--- src/rtl/cpu_types_pkg.sv ---
// Shared CPU types: data word, RAM handshake status and the memory arbiter states.
package cpu_types_pkg;

  typedef logic [31:0] word_t;

  typedef enum logic [1:0] {
    FREE   = 2'd0,
    BUSY   = 2'd1,
    ACCESS = 2'd2,
    ERROR  = 2'd3
  } ramstate_t;

  typedef enum logic [1:0] {
    IDLE = 2'd0,
    IGNT = 2'd1,
    DGNT = 2'd2
  } arbstate_t;

  localparam int unsigned FAIR_CNT_W   = 3;
  localparam logic [FAIR_CNT_W-1:0] FAIR_CNT_MAX = '1;

endpackage

--- src/rtl/mem_arbiter.sv ---
// Arbitrates the single RAM port between instruction fetch and data access.
// Optional MEMARB_FAIR_EN: bounds how many data grants may starve a waiting fetch.
module mem_arbiter
  import cpu_types_pkg::*;
#(
  parameter int unsigned FAIR_LIMIT = 4
) (
  input  logic      CLK,
  input  logic      RST,
  input  logic      iREN,
  input  word_t     iaddr,
  input  logic      dREN,
  input  logic      dWEN,
  input  word_t     daddr,
  input  word_t     dstore,
  input  ramstate_t ramstate,
  input  word_t     ramload,
  output logic      ihit,
  output word_t     iload,
  output logic      dhit,
  output word_t     dload,
  output logic      ramREN,
  output logic      ramWEN,
  output word_t     ramaddr,
  output word_t     ramstore,
  output logic      arb_err
);

  arbstate_t state, next_state;
  logic      dreq;
  logic      fair_override;

  assign dreq = dREN | dWEN;

`ifdef MEMARB_FAIR_EN
  logic [FAIR_CNT_W-1:0] fair_cnt;

  always_ff @(posedge CLK) begin
    if (RST) begin
      fair_cnt <= '0;
    end else if (!iREN || ihit) begin
      fair_cnt <= '0;
    end else if (dhit && fair_cnt != FAIR_CNT_MAX) begin
      fair_cnt <= fair_cnt + 1'b1;
    end
  end

  assign fair_override = iREN && (32'(fair_cnt) >= FAIR_LIMIT);
`else
  logic unused_fair_limit;
  assign unused_fair_limit = ^FAIR_LIMIT;
  assign fair_override     = 1'b0;
`endif

  always_ff @(posedge CLK) begin
    if (RST) begin
      state <= IDLE;
    end else begin
      state <= next_state;
    end
  end

  // A grant ends on completion, error, or the requester withdrawing; each
  // path returns through IDLE so arbitration always gets its bubble cycle.
  always_comb begin
    next_state = state;
    unique case (state)
      IDLE: begin
        if (fair_override)  next_state = IGNT;
        else if (dreq)      next_state = DGNT;
        else if (iREN)      next_state = IGNT;
      end
      IGNT: begin
        if (!iREN || ramstate == ACCESS || ramstate == ERROR) next_state = IDLE;
      end
      DGNT: begin
        if (!dreq || ramstate == ACCESS || ramstate == ERROR) next_state = IDLE;
      end
      default: next_state = IDLE;
    endcase
  end

  always_comb begin
    ihit     = 1'b0;
    dhit     = 1'b0;
    arb_err  = 1'b0;
    ramREN   = 1'b0;
    ramWEN   = 1'b0;
    ramaddr  = '0;
    ramstore = '0;
    iload    = ramload;
    dload    = ramload;
    unique case (state)
      IGNT: begin
        ramREN  = iREN;
        ramaddr = iaddr;
        ihit    = (ramstate == ACCESS);
        arb_err = (ramstate == ERROR);
      end
      DGNT: begin
        ramREN   = dREN;
        ramWEN   = dWEN;
        ramaddr  = daddr;
        ramstore = dstore;
        dhit     = (ramstate == ACCESS);
        arb_err  = (ramstate == ERROR);
      end
      default: ;
    endcase
  end

endmodule

--- config.mk ---
export PLATFORM = sky130hd
export DESIGN_NAME = mem_arbiter
export DESIGN_NICKNAME = d
export VERILOG_FILES = /design/src/rtl/cpu_types_pkg.sv /design/src/rtl/mem_arbiter.sv
export SDC_FILE = /design/constraint.sdc
export NUM_CORES = 1
export LEC_CHECK = 0
export ABC_AREA = 1
export ABC_CLOCK_PERIOD_IN_PS = 2700
export CORE_AREA = 2 2 103 105
export DETAILED_ROUTE_END_ITERATION = 16
export DIE_AREA = 0 0 105 107
export PLACE_DENSITY_LB_ADDON = 0.08
export SETUP_SLACK_MARGIN = 0.1
export SYNTH_ARGS = -nofsm -noshare
export SYNTH_HDL_FRONTEND = slang
export SYNTH_SLANG_ARGS = --single-unit
--- constraint.sdc ---
create_clock -name CLK -period 2.7 [get_ports CLK]
set_input_delay 0.54 -clock CLK [delete_from_list [all_inputs] [get_ports CLK]]
set_output_delay 0.54 -clock CLK [all_outputs]
set_load 0.02 [all_outputs]
==> results of run 1 <==
==> path summary, 6_finish.rpt <==
kind / startpoint / to / slack [ps]
setup reg to reg: state[0] / state[1] / 1300
hold / removal: state[1] / state[1] / 480
setup / recovery: state[1] / ramaddr[4] / 190
hold reg to reg: state[1] / state[1] / 480
==> per-layer routing <==
metal	part of all wire	track usage	vias to the layer above	routed length [um]
met3	0.11	0.04620	20	668
met2	0.51	0.1888	108	3144
met1	0.36	0.1061	758	2213
met4	0.028	0.02952	2	176
met5	0.0026	0	-	16
li1	-	-	948	-
==> repair_timing <==
| action | in CTS | in global routing |
|---|---|---|
| setup endpoints to repair | 0 | 12 |
| hold buffers | 0 | 0 |
| resized for setup | 0 | 8 |
| buffers inserted | 0 | 0 |
==> cell families after synthesis <==
kind of cell,synth area share
AO/OA/AOI/OAI,0.1227
adder cells (fa/ha/maj),0.02630
buffers and inverters,0.5118
flip-flops,0.02805
AND/OR/NAND/NOR,0.3111
==> layout by cell type (no fill, tap or decap), drive strengths merged, types with 2 or more instances in the layout <==
cell           netlist  final
ha                   3      3
nor2                 4      4
nand2              107    107
inv                 41     41
dlymetal6s2s         0      7
a21oi               35     35
clkdlybuf4s50        0    164
dfxtp                2      2
buf                 76      6
clkbuf               2      3
==> synth_stat cells, drive strengths merged <==
library cell,n
a21oi,35
buf,76
clkbuf,2
clkinv,1
dfxtp,2
ha,3
inv,41
nand2,107
nand3,1
nand3b,1
nor2,4
nor3,1
==> stage by stage <==
stage	cells	total power [mW]	utilization
4_1_cts	512	0.8501	0.2824
5_1_grt	512	0.8960	0.2845
3_5_place_dp	509	0.7272	0.2783
6_report	512	0.8281	0.2845
3_3_place_gp	509	0.7294	0.2783
2_1_floorplan	274	0.4855	-
==> area by class of cell <==
| cell class | instances | area [um^2] |
|---|---|---|
| Tap cell | 136 | 170.2 |
| Timing Repair Buffer | 177 | 1803 |
| Sequential cell | 2 | 40.04 |
| Clock buffer | 3 | 41.29 |
| Fill cell | 1159 | 7221 |
| Inverter | 42 | 157.7 |
| Multi-Input combinational cell | 152 | 659.4 |
==> power by group through the flow <==
stage               clock network [mW]  logic, mW  registers [mW]
floorplan                            0      0.450          0.0359
global placement                     0      0.693          0.0367
detailed placement                   0      0.691          0.0366
CTS                              0.121      0.693          0.0363
global route                     0.125      0.734          0.0368
finish                           0.118      0.674          0.0363
==> worst register-to-register path: cells and delay by family (launching register included) <==
kind | cells | cell delay, ps
compound gates | 1 | 100
simple gates | 5 | 380
fa+ha+maj | 1 | 240
flops | 1 | 300
buf+inv | 2 | 300
==> metrics.csv, run 1 <==
metric,value,unit
"FF+latch count, synth",2,
GRT Total Usage,0.1032,
Reg power frac,0.044,
routability congestion estimate,0.6681,
CP max stage delay,620,ps
Clock Path Buffers,2,
hold slack final,484.1,ps
crit start category,flip-flop,
Synth Area per Inst,5.210,um^2
full die area,0.01124,mm^2
Worst Hold Class,reg2reg,
max FFs per register,2,
WHS Path Cells,2,
Num Clock Sinks,2,
largest area contributor in the netlist,buf_4,
CTS tree,done,
fin crit share,0.9286,
clk root buf,clkbuf_8,
Place WS,280.9,ps
post-route minimum period,2507,ps
Die Ht,107,um
Critical Path RT,2160,ps
final WL,6219,um
fin nets,516,
First-pass DRT Iterations,5,
Slew headroom,0.8139,
measured slew at the worst slew-check pin,278.3,ps
pin count of the biggest net entering global routing,39,
clk_skew,2.936,ps
Worst Slack Setup Final,192.9,ps
Post-DRT Antenna Nets,0,
CP Cell Sequence,inv_1 -> ha_1 -> clkinv_1 -> buf_4 -> a21oi_1 -> clkdlybuf4s50_1,
synth warn,0,
ratio of cells with drive above 1 in the final layout,0.03457,
part of the power in the clock network,0.142,
Power Dens Cells,288.4,mW/mm^2
Top Registers,state (2),
vias in the first global route,1802,
Post-route DRC,0,
Crit Path Max Fanout,21,
Final Cell Area,0.002872,mm^2
CP Capture Type,output port,
post-synth top area share,0.3628,
worst setup path class,reg2out,
Leakage Power,1.367,nW
fmax,398.9,MHz
initial antenna violation count,1,
H-tree levels,1,
Final setup violation count,0,
total CTS buffers,3,
RSZ-0062 raised after global routing,no,
max cap viols,0,
Logic pwr share,0.814,
largest reg by FF count,state,
Net Sw Frac,0.4332,
"delay-heaviest family, CP",buffers and inverters,
mapped cell area,0.001428,mm^2
grt ovf,0,
Rows,37,
synth top area cells,"buf_4 36%, nand2_1 28%, a21oi_1 12%",
DP Wirelength,5062,um
status,"complete, no violations",
Vias/cell,3.586,
Worst Path Arrival,1970,ps
Internal,469.4,uW
final hold violations,0,
"Distinct cells, synth",15,
"Seq/Total Area, Yosys",0.02805,
setup TNS,0,ps
starting DRC count in detailed routing,90,
starting density of the core,0.1415,
Placed Area,0.002809,mm^2
Register-to-Register Path Depth,9,
Syn Nets,412,
"Clk Latency, worst-skew pair",210,ps
# diodes,0,
core footprint,0.01009,mm^2
port bufs,171,
fin. max-slew vios,0,
via count,1836,
Crit-path slowest cell,clkdlybuf4s50_1,
routed len/inst,12.15,um
NetSw,358.7,uW
P&R area growth vs syn,101.1,%
Max VDD drop,0.2621,mV
die width,105,um
WP buf/inv,4,
Crit path depth,6,
num ports,268,
clk slew on worst S/H paths,30,ps
Cells after Synth,274,
first-pass GRT wire length,9308,um
No activity file was read; power rests on OpenSTA's default activity.
==> inputs of run 2 (changes only) <==
--- a/config.mk
+++ b/config.mk
@@ -12,6 +12,7 @@
 export DIE_AREA = 0 0 105 107
 export PLACE_DENSITY_LB_ADDON = 0.08
 export SETUP_SLACK_MARGIN = 0.1
+export SLEW_MARGIN = 10
 export SYNTH_ARGS = -nofsm -noshare
 export SYNTH_HDL_FRONTEND = slang
 export SYNTH_SLANG_ARGS = --single-unit
==> results of run 2 <==
Same layout as run 1: the final DEF is identical, and so are final timing and power.
==> inputs of run 3 (changes only) <==
--- a/config.mk
+++ b/config.mk
@@ -8,6 +8,7 @@
 export ABC_AREA = 1
 export ABC_CLOCK_PERIOD_IN_PS = 2700
 export CORE_AREA = 2 2 103 105
+export CTS_CLUSTER_SIZE = 8
 export DETAILED_ROUTE_END_ITERATION = 16
 export DIE_AREA = 0 0 105 107
 export PLACE_DENSITY_LB_ADDON = 0.08
==> results of run 3 <==
Same layout as run 1: the final DEF is identical, and so are final timing and power.
